==> config.mk <==
export PLATFORM = sky130hd
export DESIGN_NAME = game_ctrl
export DESIGN_NICKNAME = d
export VERILOG_FILES = /design/src/rtl/game_pkg.sv /design/src/rtl/seq_divider.sv /design/src/rtl/game_ctrl.sv
export SDC_FILE = /design/constraint.sdc
export NUM_CORES = 1
export LEC_CHECK = 0
export ABC_AREA = 1
export CORE_MARGIN = 5
export CORE_UTILIZATION = 30
export CTS_CLUSTER_DIAMETER = 40
export CTS_CLUSTER_SIZE = 20
export DETAILED_ROUTE_END_ITERATION = 8
export GPL_ROUTABILITY_DRIVEN = 0
export GPL_TIMING_DRIVEN = 0
export SYNTH_ARGS = -nofsm -noshare
export SYNTH_HDL_FRONTEND = slang
export SYNTH_HIERARCHICAL = 1
export SYNTH_SLANG_ARGS = --single-unit
==> constraint.sdc <==
create_clock -name clk -period 6.7 [get_ports clk]
set_clock_uncertainty 0.05 [all_clocks]
set_input_delay 1.005 -clock clk [delete_from_list [all_inputs] [get_ports clk]]
set_output_delay 1.005 -clock clk [all_outputs]
set_load 0.1 [all_outputs]
==> src/rtl/game_pkg.sv <==
// rtl/game_pkg.sv - shared types, key codes and helpers for the 24-game round controller
package game_pkg;

    typedef enum logic [2:0] {
        ST_IDLE    = 3'd0,
        ST_DEAL    = 3'd1,
        ST_PICK_A  = 3'd2,
        ST_PICK_OP = 3'd3,
        ST_PICK_B  = 3'd4,
        ST_CALC    = 3'd5,
        ST_CHECK   = 3'd6,
        ST_DONE    = 3'd7
    } state_t;

    typedef enum logic [1:0] {
        OP_ADD = 2'd0,
        OP_SUB = 2'd1,
        OP_MUL = 2'd2,
        OP_DIV = 2'd3
    } op_t;

    localparam logic [3:0] KEY_ADD  = 4'hA;
    localparam logic [3:0] KEY_SUB  = 4'hB;
    localparam logic [3:0] KEY_MUL  = 4'hC;
    localparam logic [3:0] KEY_DIV  = 4'hD;
    localparam logic [3:0] KEY_BACK = 4'hE;
    localparam logic [3:0] KEY_CLR  = 4'hF;

    localparam int TARGET_DEFAULT = 24;

    // Keys A..D map onto OP_ADD..OP_DIV by offsetting the low two bits
    function automatic op_t key_to_op(input logic [3:0] k);
        return op_t'(k[1:0] + 2'd2);
    endfunction

    function automatic logic [2:0] popcount4(input logic [3:0] v);
        return 3'(v[0]) + 3'(v[1]) + 3'(v[2]) + 3'(v[3]);
    endfunction

endpackage

==> src/rtl/seq_divider.sv <==
// rtl/seq_divider.sv - unsigned restoring divider, one quotient bit per cycle, sync clear abort
module seq_divider #(
    parameter int W = 16
) (
    input  logic         clk,
    input  logic         rst,
    input  logic         clr,
    input  logic         start,
    input  logic [W-1:0] dividend,
    input  logic [W-1:0] divisor,
    output logic         busy,
    output logic         done,
    output logic [W-1:0] quotient,
    output logic [W-1:0] remainder
);

    localparam int CW = $clog2(W + 1);

    logic [W-1:0]  q_q, q_d, r_q, r_d, d_q, d_d;
    logic [CW-1:0] cnt_q, cnt_d;
    logic          busy_q, busy_d, done_q, done_d;
    logic [W:0]    rem_shift, diff;

    always_comb begin
        rem_shift = {r_q, q_q[W-1]};
        diff      = rem_shift - {1'b0, d_q};
        q_d       = q_q;
        r_d       = r_q;
        d_d       = d_q;
        cnt_d     = cnt_q;
        busy_d    = busy_q;
        done_d    = 1'b0;
        if (clr) begin
            busy_d = 1'b0;
        end else if (start && !busy_q) begin
            q_d    = dividend;
            r_d    = '0;
            d_d    = divisor;
            cnt_d  = CW'(W);
            busy_d = 1'b1;
        end else if (busy_q) begin
            // diff[W] set means the trial subtraction borrowed: restore
            q_d   = {q_q[W-2:0], ~diff[W]};
            r_d   = diff[W] ? rem_shift[W-1:0] : diff[W-1:0];
            cnt_d = cnt_q - CW'(1);
            if (cnt_q == CW'(1)) begin
                busy_d = 1'b0;
                done_d = 1'b1;
            end
        end
    end

    always_ff @(posedge clk or posedge rst) begin
        if (rst) begin
            q_q    <= '0;
            r_q    <= '0;
            d_q    <= '0;
            cnt_q  <= '0;
            busy_q <= 1'b0;
            done_q <= 1'b0;
        end else begin
            q_q    <= q_d;
            r_q    <= r_d;
            d_q    <= d_d;
            cnt_q  <= cnt_d;
            busy_q <= busy_d;
            done_q <= done_d;
        end
    end

    assign busy      = busy_q;
    assign done      = done_q;
    assign quotient  = q_q;
    assign remainder = r_q;

endmodule

==> src/rtl/game_ctrl.sv <==
// rtl/game_ctrl.sv - 24-game round controller: deal, keypad sequencing, timer, win/lose; GAME_UNDO_EN adds one-deep undo
module game_ctrl
    import game_pkg::*;
#(
    parameter int          TIME_LIMIT = 60,
    parameter int          VAL_W      = 16,
    parameter int          TARGET     = TARGET_DEFAULT,
    parameter logic [7:0]  LFSR_SEED  = 8'hA5,
    parameter logic [15:0] FIXED_DEAL = 16'h0000
) (
    input  logic               clk,
    input  logic               rst,
    input  logic               start,
    input  logic               tick,
    input  logic               key_valid,
    input  logic [3:0]         key_code,
    output logic [4*VAL_W-1:0] cards,
    output logic [3:0]         card_live,
    output logic [2:0]         state,
    output logic [6:0]         time_left,
    output logic               win,
    output logic               lose,
    output logic               err
);

    localparam logic [VAL_W-1:0] TARGET_V = VAL_W'(TARGET);

    state_t                  state_q, state_d;
    op_t                     op_q, op_d;
    logic [7:0]              lfsr_q, lfsr_d;
    logic [3:0][VAL_W-1:0]   cards_q, cards_d, deal_q, deal_d;
    logic [3:0]              live_q, live_d;
    logic [6:0]              time_q, time_d;
    logic                    win_q, win_d, lose_q, lose_d, err_q, err_d;
    logic [1:0]              sel_a_q, sel_a_d, sel_b_q, sel_b_d, deal_idx_q, deal_idx_d;
    logic                    div_go_q, div_go_d;
`ifdef GAME_UNDO_EN
    logic [3:0][VAL_W-1:0]   undo_cards_q, undo_cards_d;
    logic [3:0]              undo_live_q, undo_live_d;
    logic                    undo_valid_q, undo_valid_d;
`endif

    logic [VAL_W-1:0] a_v, b_v, mag_a, mag_b, div_q, div_r, res, deal_val, live_val;
    logic             div_start, div_clr, div_busy, div_done;
    logic             in_pick, in_play, timeout, is_slot, commit;

    assign a_v     = cards_q[sel_a_q];
    assign b_v     = cards_q[sel_b_q];
    assign mag_a   = a_v[VAL_W-1] ? (~a_v + VAL_W'(1)) : a_v;
    assign mag_b   = b_v[VAL_W-1] ? (~b_v + VAL_W'(1)) : b_v;
    assign is_slot = (key_code[3:2] == 2'b00);
    assign in_pick = (state_q == ST_PICK_A) || (state_q == ST_PICK_OP) || (state_q == ST_PICK_B);
    assign in_play = in_pick || (state_q == ST_CALC);
    assign timeout = in_play && tick && (time_q == 7'd1);

    always_comb begin
        case (op_q)
            OP_ADD:  res = a_v + b_v;
            OP_SUB:  res = a_v - b_v;
            OP_MUL:  res = a_v * b_v;
            default: res = (a_v[VAL_W-1] ^ b_v[VAL_W-1]) ? (~div_q + VAL_W'(1)) : div_q;
        endcase
        if (FIXED_DEAL != 16'h0000)
            deal_val = VAL_W'(FIXED_DEAL[{deal_idx_q, 2'b00} +: 4]);
        else
            deal_val = VAL_W'(lfsr_q[3:0] % 4'd9) + VAL_W'(1);
        live_val = '0;
        for (int i = 0; i < 4; i++)
            if (live_q[i]) live_val = cards_q[i];
    end

    seq_divider #(.W(VAL_W)) u_div (
        .clk       (clk),
        .rst       (rst),
        .clr       (div_clr),
        .start     (div_start),
        .dividend  (mag_a),
        .divisor   (mag_b),
        .busy      (div_busy),
        .done      (div_done),
        .quotient  (div_q),
        .remainder (div_r)
    );

    always_comb begin
        state_d    = state_q;
        op_d       = op_q;
        lfsr_d     = {lfsr_q[6:0], lfsr_q[7] ^ lfsr_q[5] ^ lfsr_q[4] ^ lfsr_q[3]};
        cards_d    = cards_q;
        deal_d     = deal_q;
        live_d     = live_q;
        time_d     = time_q;
        win_d      = win_q;
        lose_d     = lose_q;
        err_d      = 1'b0;
        sel_a_d    = sel_a_q;
        sel_b_d    = sel_b_q;
        deal_idx_d = deal_idx_q;
        div_go_d   = div_go_q;
        div_start  = 1'b0;
        div_clr    = 1'b0;
        commit     = 1'b0;
`ifdef GAME_UNDO_EN
        undo_cards_d = undo_cards_q;
        undo_live_d  = undo_live_q;
        undo_valid_d = undo_valid_q;
`endif
        if (in_play && tick) time_d = time_q - 7'd1;

        // Timeout wins over keys and CALC completion, and never pulses err
        if (timeout) begin
            lose_d  = 1'b1;
            state_d = ST_DONE;
            div_clr = 1'b1;
        end else if (in_pick && key_valid && key_code == KEY_CLR) begin
            cards_d = deal_q;
            live_d  = 4'hF;
            state_d = ST_PICK_A;
`ifdef GAME_UNDO_EN
            undo_valid_d = 1'b0;
`endif
        end else begin
            case (state_q)
                ST_IDLE, ST_DONE: begin
                    if (start) begin
                        state_d    = ST_DEAL;
                        win_d      = 1'b0;
                        lose_d     = 1'b0;
                        deal_idx_d = 2'd0;
                    end
                end
                ST_DEAL: begin
                    cards_d[deal_idx_q] = deal_val;
                    deal_d[deal_idx_q]  = deal_val;
                    deal_idx_d          = deal_idx_q + 2'd1;
`ifdef GAME_UNDO_EN
                    undo_valid_d = 1'b0;
`endif
                    if (deal_idx_q == 2'd3) begin
                        live_d  = 4'hF;
                        time_d  = 7'(TIME_LIMIT);
                        state_d = ST_PICK_A;
                    end
                end
                ST_PICK_A: begin
                    if (key_valid && is_slot) begin
                        if (live_q[key_code[1:0]]) begin
                            sel_a_d = key_code[1:0];
                            state_d = ST_PICK_OP;
                        end else begin
                            err_d = 1'b1;
                        end
                    end else if (key_valid && key_code == KEY_BACK) begin
`ifdef GAME_UNDO_EN
                        if (undo_valid_q) begin
                            cards_d      = undo_cards_q;
                            live_d       = undo_live_q;
                            undo_valid_d = 1'b0;
                        end else begin
                            err_d = 1'b1;
                        end
`endif
                    end
                end
                ST_PICK_OP: begin
                    if (key_valid && key_code >= KEY_ADD && key_code <= KEY_DIV) begin
                        op_d    = key_to_op(key_code);
                        state_d = ST_PICK_B;
                    end else if (key_valid && key_code == KEY_BACK) begin
                        state_d = ST_PICK_A;
                    end
                end
                ST_PICK_B: begin
                    if (key_valid && is_slot) begin
                        if (live_q[key_code[1:0]] && key_code[1:0] != sel_a_q) begin
                            sel_b_d = key_code[1:0];
                            state_d = ST_CALC;
                        end else begin
                            err_d = 1'b1;
                        end
                    end else if (key_valid && key_code == KEY_BACK) begin
                        state_d = ST_PICK_OP;
                    end
                end
                ST_CALC: begin
                    if (op_q != OP_DIV) begin
                        commit = 1'b1;
                    end else if (!div_go_q) begin
                        if (b_v == '0) begin
                            err_d   = 1'b1;
                            state_d = ST_PICK_A;
                        end else if (!div_busy) begin
                            div_start = 1'b1;
                            div_go_d  = 1'b1;
                        end
                    end else if (div_done) begin
                        if (div_r != '0) begin
                            err_d   = 1'b1;
                            state_d = ST_PICK_A;
                        end else begin
                            commit = 1'b1;
                        end
                    end
                end
                ST_CHECK: begin
                    win_d   = (live_val == TARGET_V);
                    lose_d  = (live_val != TARGET_V);
                    state_d = ST_DONE;
                end
                default: state_d = ST_IDLE;
            endcase

            if (commit) begin
`ifdef GAME_UNDO_EN
                undo_cards_d = cards_q;
                undo_live_d  = live_q;
                undo_valid_d = 1'b1;
`endif
                cards_d[sel_a_q] = res;
                cards_d[sel_b_q] = '0;
                live_d[sel_b_q]  = 1'b0;
                state_d = (popcount4(live_d) == 3'd1) ? ST_CHECK : ST_PICK_A;
            end
        end

        if (state_d != ST_CALC) div_go_d = 1'b0;
    end

    always_ff @(posedge clk or posedge rst) begin
        if (rst) begin
            state_q    <= ST_IDLE;
            op_q       <= OP_ADD;
            lfsr_q     <= LFSR_SEED;
            cards_q    <= '0;
            deal_q     <= '0;
            live_q     <= '0;
            time_q     <= '0;
            win_q      <= 1'b0;
            lose_q     <= 1'b0;
            err_q      <= 1'b0;
            sel_a_q    <= '0;
            sel_b_q    <= '0;
            deal_idx_q <= '0;
            div_go_q   <= 1'b0;
`ifdef GAME_UNDO_EN
            undo_cards_q <= '0;
            undo_live_q  <= '0;
            undo_valid_q <= 1'b0;
`endif
        end else begin
            state_q    <= state_d;
            op_q       <= op_d;
            lfsr_q     <= lfsr_d;
            cards_q    <= cards_d;
            deal_q     <= deal_d;
            live_q     <= live_d;
            time_q     <= time_d;
            win_q      <= win_d;
            lose_q     <= lose_d;
            err_q      <= err_d;
            sel_a_q    <= sel_a_d;
            sel_b_q    <= sel_b_d;
            deal_idx_q <= deal_idx_d;
            div_go_q   <= div_go_d;
`ifdef GAME_UNDO_EN
            undo_cards_q <= undo_cards_d;
            undo_live_q  <= undo_live_d;
            undo_valid_q <= undo_valid_d;
`endif
        end
    end

    assign cards     = cards_q;
    assign card_live = live_q;
    assign state     = state_q;
    assign time_left = time_q;
    assign win       = win_q;
    assign lose      = lose_q;
    assign err       = err_q;

endmodule

==> flow_summary.ini, run 1 <==
[run_status]
outcome = finished, final reports clean

[synthesis]
synth_compound_gate_area_share_pct = 15.4
synth_fa_ha_area_share_pct = 14.9
synthMuxAreaShare_pct = 0.0579
synthXorXnorAreaFrac_pct = 2.84
synth_top_area_share_pct = 26.9
yosys.cell_types.count = 60
async_flop_share_pct = 100
synth_area_um2 = 19500
avgSynthCellArea_um2 = 6.91
synth_largest_area_cell = dfrtp_1
synth_top_family_by_area = simple AND/OR/NAND/NOR gates
synth_nets = 3008
synth-seq-cells = 213
synth_edf_count = 0
synth_cells = 2817
synth_flop_cell = dfrtp_1
synthTopCellsByArea = dfrtp_1 27%, nand2_1 15%, inv_1 9.4%
synth-seq-area-share_pct = 27.4
synth-simple-area-share_pct = 27.2
yosysWarnings = 6

[timing]
period_needed_ns = 6.61
max_freq_mhz = 151
final-max-slew-violation-count = 0
relSlewSlack_pct = 1.99
tightest_slew_ns = 1.46
finalCritPeriodShare_pct = 98.7
hold_violations = 0
finalSetupViolCount = 0
rsz0062_at_grt = yes

[clocking]
cts_num_sinks = 213
cts_hold_buf = 0
clk_latency_ns = 0.56
htreeDepth = 2
numCtsBuffers = 37
path_clk_slew_ns = 0.05
cts_tree = done
clockRootBuffer = clkbuf_16
clk_path_buf_depth = 3

[route]
vias = 20500
antenna_left = 0
wl_per_cell_um = 20.2
dr.first_iter.drc_count = 2429
dr.pass1.iters = 7
drc = 0
finalWirelength_um = 78800
via_per_inst = 5.25

[final_layout]
final_cell_area_um2 = 24200
fillers = 6721
multi_input_area_um2 = 12300
drive_gt1_share_pct = 11.8
seqCellArea_um2 = 5340
area_growth_pct = 24.2
antennaDiodeCount = 0
layout.nets = 3206

[worst_setup_path]
cp-start-kind = flip-flop
crit_family = adder cells
cp_common_cell = fa_1
cp.required_ns = 7.05
worstPathArrival_ns = 6.96
path_class = reg2reg
slowest_delay_ns = 0.56
crit_buf_inv = 7
end_kind = flip-flop
crit_path_top_delay_cell = fa_1
critPathMaxFanout = 10

[floorplanning]
die-area_um2 = 70100
start_util_pct = 30.2
die_height_um = 265
fp.dieW_um = 265
core_area_um2 = 64300
ioPinCount = 90
rows = 93

[job]
maxCapViolations = 0

[worst_hold_path]
hold_class = reg2reg

[global_route]
grt_pass1_vias = 19500
grt_usage_pct = 21.7
antenna_found_initial = 1
grt_start_max_net_pins = 114
grt-ovfl-total = 0
grt_pass1_wl_um = 118000

[place]
placement.io_buffers = 89
dp_hpwl_um = 59700
placed_cell_area_um2 = 21500
## layout by cell type (no fill, tap or decap), drive strengths merged, types with 4 or more instances in the layout
cell type and instances:
o21ai 219, o21bai 10, clkinvlp 5, clkbuf 94, a31oi 13, o31ai 4
ha 99, nor2 243, o211ai 51, or2 8, buf 109, o221ai 49
dfrtp 209, nand3 147, nand3b 7, nand4 33, o22ai 18, dfstp 4
nand2 778, nor3 34, fa 83, o2111ai 4, a31o 4, nor4 12
a22oi 16, bufinv 4, clkinv 18, xor2 42, inv 512, xnor2 21
clkdlybuf4s50 89, a21oi 83
## synthesized netlist by cell type, types with 5 or more instances
master      n
buf_2      21
o21ai_1    12
nor2_1    228
fa_1       83
a22oi_1    16
nand2_2    13
inv_2      18
a21oi_1    80
nand3_1   143
buf_1       7
o211ai_1   50
nand4_1    33
xor2_1     42
ha_1       99
a31oi_1    13
or2_2       5
xnor2_1    21
dfrtp_1   209
nor3_1     31
o21bai_1   10
buf_4       5
nor2_2     11
clkinv_1    6
nand3b_1    7
inv_1     488
nand2_1   764
buf_6       8
clkbuf_1   50
o22ai_1    18
o21ai_0   205
nor4_1     12
o221ai_1   49
## layout make-up
cell class	instances	area share (%)
clock buffers	42	4.12
clock inverters	26	1.21
plain buffers	89	2.27
multi-input cells	2000	51.0
flip-flops and latches	213	22.1
well taps	855	4.43
inverters	513	8.30
repair buffers	161	6.55
## kinds of logic after synthesis
| kind of cell | after synthesis |
|---|---|
| xor gates and xnor gates | 63 |
| AOI/OAI and AO/OA | 487 |
| and+or+nand+nor | 1267 |
| adders and majority gates | 182 |
| buffers and inverters | 604 |
| muxes | 1 |
| DFF | 213 |
## final timing paths
path | from | to | slack [ns] | cells past startpoint
worst min register to register | lfsr_q[6] | lfsr_q[7] | 0.30 | 0
worst max-delay path | sel_a_q[0] | cards[30] | 0.09 | 27
worst min-delay path | lfsr_q[6] | lfsr_q[7] | 0.30 | 0
worst max register to register | sel_a_q[0] | cards[30] | 0.09 | 27
max in group asynchronous | rst | deal_q[12] | 4.79 | 3
min in group asynchronous | rst | deal_q[58] | 0.88 | 2
## per-layer routing
layer	routed length [um]	up-vias	share of wire [%]	GRT usage [%]
met1	31800	9649	40	28.2
li1	-	9443	-	-
met2	34400	1103	44	33.6
met3	7690	284	9.8	5.41
met5	0	-	0	0
met4	4930	0	6.3	11.0
## stage by stage
step           hold slack [ns]  std cells  setup slack (ns)  utilization [%]  TNS (ns)
6_report                 0.303       3899            0.0878             37.6         0
3_5_place_dp             0.295       3763             -1.55             33.4    -29.31
5_1_grt                  0.307       3899            -0.138             37.6    -0.563
3_3_place_gp             0.286       3761             -1.53             33.3   -201.26
4_1_cts                  0.304       3868           -0.0148             36.5   -0.0148
2_1_floorplan            0.283       2817             0.119                -         0
## worst reg2reg max path: cells and delay by family, from the launching register on
family,cells,cell delay [ns]
buffers and inverters,7,0.81
AND/OR/NAND/NOR,7,0.81
adder cells (fa/ha/maj),7,3.34
AO/OA/AOI/OAI,6,1.06
flip-flops,1,0.41
## registers in the layout (all words and copies together), names as in the netlist
register	flops
cards	64
deal_q	60
u_div/d_q	16
u_div/quotient	16
u_div/remainder	16
lfsr_q	8
time_left	7
u_div/cnt_q	5
card_live	4
state	3
deal_idx_q	2
op_q	2
sel_a_q	2
sel_b_q	2
div_go_q	1
err	1
lose	1
u_div/busy	1
u_div/done	1
win	1
## repair_timing
action                     CTS  global route
pin swaps                   15            41
resized for setup          105           113
gates cloned                 0             3
setup endpoints to repair   36            32
setup buffers               39            28
Power of run 1 is left out: the tool's default activity adds up to more than one toggle a clock period on the data nets, which glitch-free logic cannot reach.
==> run 2, diff against run 1 <==
--- a/config.mk
+++ b/config.mk
@@ -5,7 +5,6 @@
 export SDC_FILE = /design/constraint.sdc
 export NUM_CORES = 1
 export LEC_CHECK = 0
-export ABC_AREA = 1
 export CORE_MARGIN = 5
 export CORE_UTILIZATION = 30
 export CTS_CLUSTER_DIAMETER = 40
==> flow_summary.ini, run 2 <==
[timing]
hold_violations = 0
relSlewSlack_pct = 1.69
period_needed_ns = 6.75
finalSetupViolCount = 8
rsz0062_at_grt = yes
final-max-slew-violation-count = 0
max_freq_mhz = 148
holdWs_ns = 0.314
finalCritPeriodShare_pct = 101
final.setup.worst_slack_ns = -0.0506
tightest_slew_ns = 1.46

[worst_setup_path]
cp-start-kind = flip-flop
worstPathArrival_ns = 7.14
end_kind = flip-flop
cp.required_ns = 7.09
path_class = reg2reg
rr_worst_depth = 24
critPathMaxFanout = 10

[floorplanning]
fp.dieW_um = 257
ioPinCount = 90
die_height_um = 257
die-area_um2 = 66100
start_util_pct = 30.3
rows = 90
core_area_um2 = 60500

[synthesis]
synth_top_area_share_pct = 28.5
synth-seq-cells = 213
synth_cells = 2097
synth_flop_cell = dfrtp_1
synthTopCellsByArea = dfrtp_1 29%, fa_1 9.1%, ha_1 6.8%
synth_compound_gate_area_share_pct = 20.5
async_flop_share_pct = 100
yosys.cell_types.count = 85
synth_edf_count = 0
synth_top_family_by_area = compound AO/OA/AOI/OAI gates
synthMuxAreaShare_pct = 4.88
yosysWarnings = 6
synth_fa_ha_area_share_pct = 15.8
synth-seq-area-share_pct = 29.1
avgSynthCellArea_um2 = 8.74
ys_top_cells_by_count = 279 x nand2_1, 209 x dfrtp_1, 165 x inv_1
synth_nets = 2288
yosysMostFrequentCell = nand2_1
synth_largest_area_cell = dfrtp_1
synth_area_um2 = 18300
synth-simple-area-share_pct = 16.8
synthXorXnorAreaFrac_pct = 6.63

[global_route]
grt_usage_pct = 20.6
grt_pass1_wl_um = 107000
antenna_found_initial = 1
grt_pass1_vias = 18000
grt_start_max_net_pins = 99
grt-ovfl-total = 0

[route]
via_per_inst = 5.74
dr.first_iter.drc_count = 2037
antenna_left = 0
drc = 0
vias = 17800
dr.pass1.iters = 6
finalWirelength_um = 70800
wl_per_cell_um = 22.9

[final_layout]
largest_reg_flops = 64
final_cell_area_um2 = 22900
final_common_cell = nand2_1
layout.nets = 2474
drive_gt1_share_pct = 14.1
area_growth_pct = 25.2
fillers = 5954
final_cell_mix = 277 x nand2_1, 197 x dfrtp_1, 153 x inv_1, 138 x o21ai_0, 133 x nor2_1

[clocking]
cts_num_sinks = 213
clk_path_buf_depth = 3
path_clk_slew_ns = 0.06
numCtsBuffers = 38
clockRootBuffer = clkbuf_16
htreeDepth = 2
clk_latency_ns = 0.57
cts_tree = done

[worst_hold_path]
holdPathStages = 0
hold_class = reg2reg

[place]
placed_cell_area_um2 = 20300
placement.io_buffers = 88
dp_hpwl_um = 51600

[run_status]
outcome = finished, violations left
failed_checks = max-capacitance violations, negative setup slack

[job]
maxCapViolations = 1
-- run 2: path summary, 6_finish.rpt --
kind | startpoint | endpoint | slack, ns
min | lfsr_q[6] | lfsr_q[7] | 0.31
max | sel_a_q[1] | cards[63] | -0.05
max in group asynchronous | rst | cards[54] | 4.84
min reg2reg | lfsr_q[6] | lfsr_q[7] | 0.31
min in group asynchronous | rst | sel_a_q[1] | 0.88
max reg2reg | sel_a_q[1] | cards[63] | -0.05
-- run 2: area by class of cell --
class	instances	area (um2)	area share [%]
Tap cell	782	978	4.27
Inverter	166	631	2.75
Sequential cell	213	5350	23.3
Clock buffer	43	1000	4.36
Multi-Input combinational cell	1594	12400	54.1
Timing Repair Buffer	162	1560	6.78
Clock inverter	26	369	1.61
Antenna cell	2	5.00	0.0218
Buffer	108	639	2.79
-- run 2: metal layers --
| metal | wire length (um) | track usage [%] |
|---|---|---|
| met1 | 27500 | 26.6 |
| met2 | 32100 | 33.1 |
| met3 | 7460 | 4.17 |
| met4 | 3710 | 9.72 |
| met5 | 0 | 0 |
-- run 2: logic make-up (layout without fill, tap and decap cells) --
group	Yosys count	after routing
compound gates	574	574
flops	213	213
mux	45	46
xor+xnor	137	137
other cells	0	2
simple gates	655	655
fa+ha+maj	182	182
buf+inv	291	505
-- run 2: metrics by stage --
step / util [%] / worst slack, ns / TNS (ns) / instances
final: 37.9 / -0.0506 / -0.152 / 3096
after global routing: 37.9 / -0.212 / -2.45 / 3094
after CTS: 37.4 / -0.0800 / -0.424 / 3080
after detailed placement: 33.5 / -1.68 / -39.92 / 2969
after global placement: 33.4 / -1.59 / -176.31 / 2967
after floorplan: - / 0.00562 / 0 / 2097
-- run 2: worst max-delay path: stages (launching register included) --
cell	delay, ns
dfrtp_2	0.42
clkbuf_4	0.24
buf_4	0.25
mux4_2	0.43
clkbuf_16	0.21
buf_6	0.13
nand2_4	0.06
fa_1	0.44
fa_1	0.50
inv_2	0.04
fa_1	0.46
fa_1	0.51
inv_2	0.04
fa_1	0.49
fa_2	0.39
xor2_2	0.17
xnor2_2	0.16
xnor2_2	0.17
xnor2_2	0.30
xnor2_1	0.13
xnor2_1	0.25
xnor2_2	0.13
o21ai_2	0.18
o31ai_4	0.14
a221o_1	0.33
-- run 2: what timing repair did --
action / CTS / global route
endpoints found under the setup margin: 40 / 32
hold buffers: 0 / 0
buffers inserted: 57 / 13
gates cloned: 2 / 1
gates resized for setup: 127 / 46
pin swaps: 65 / 33
Power of run 2 is left out for the same reason.
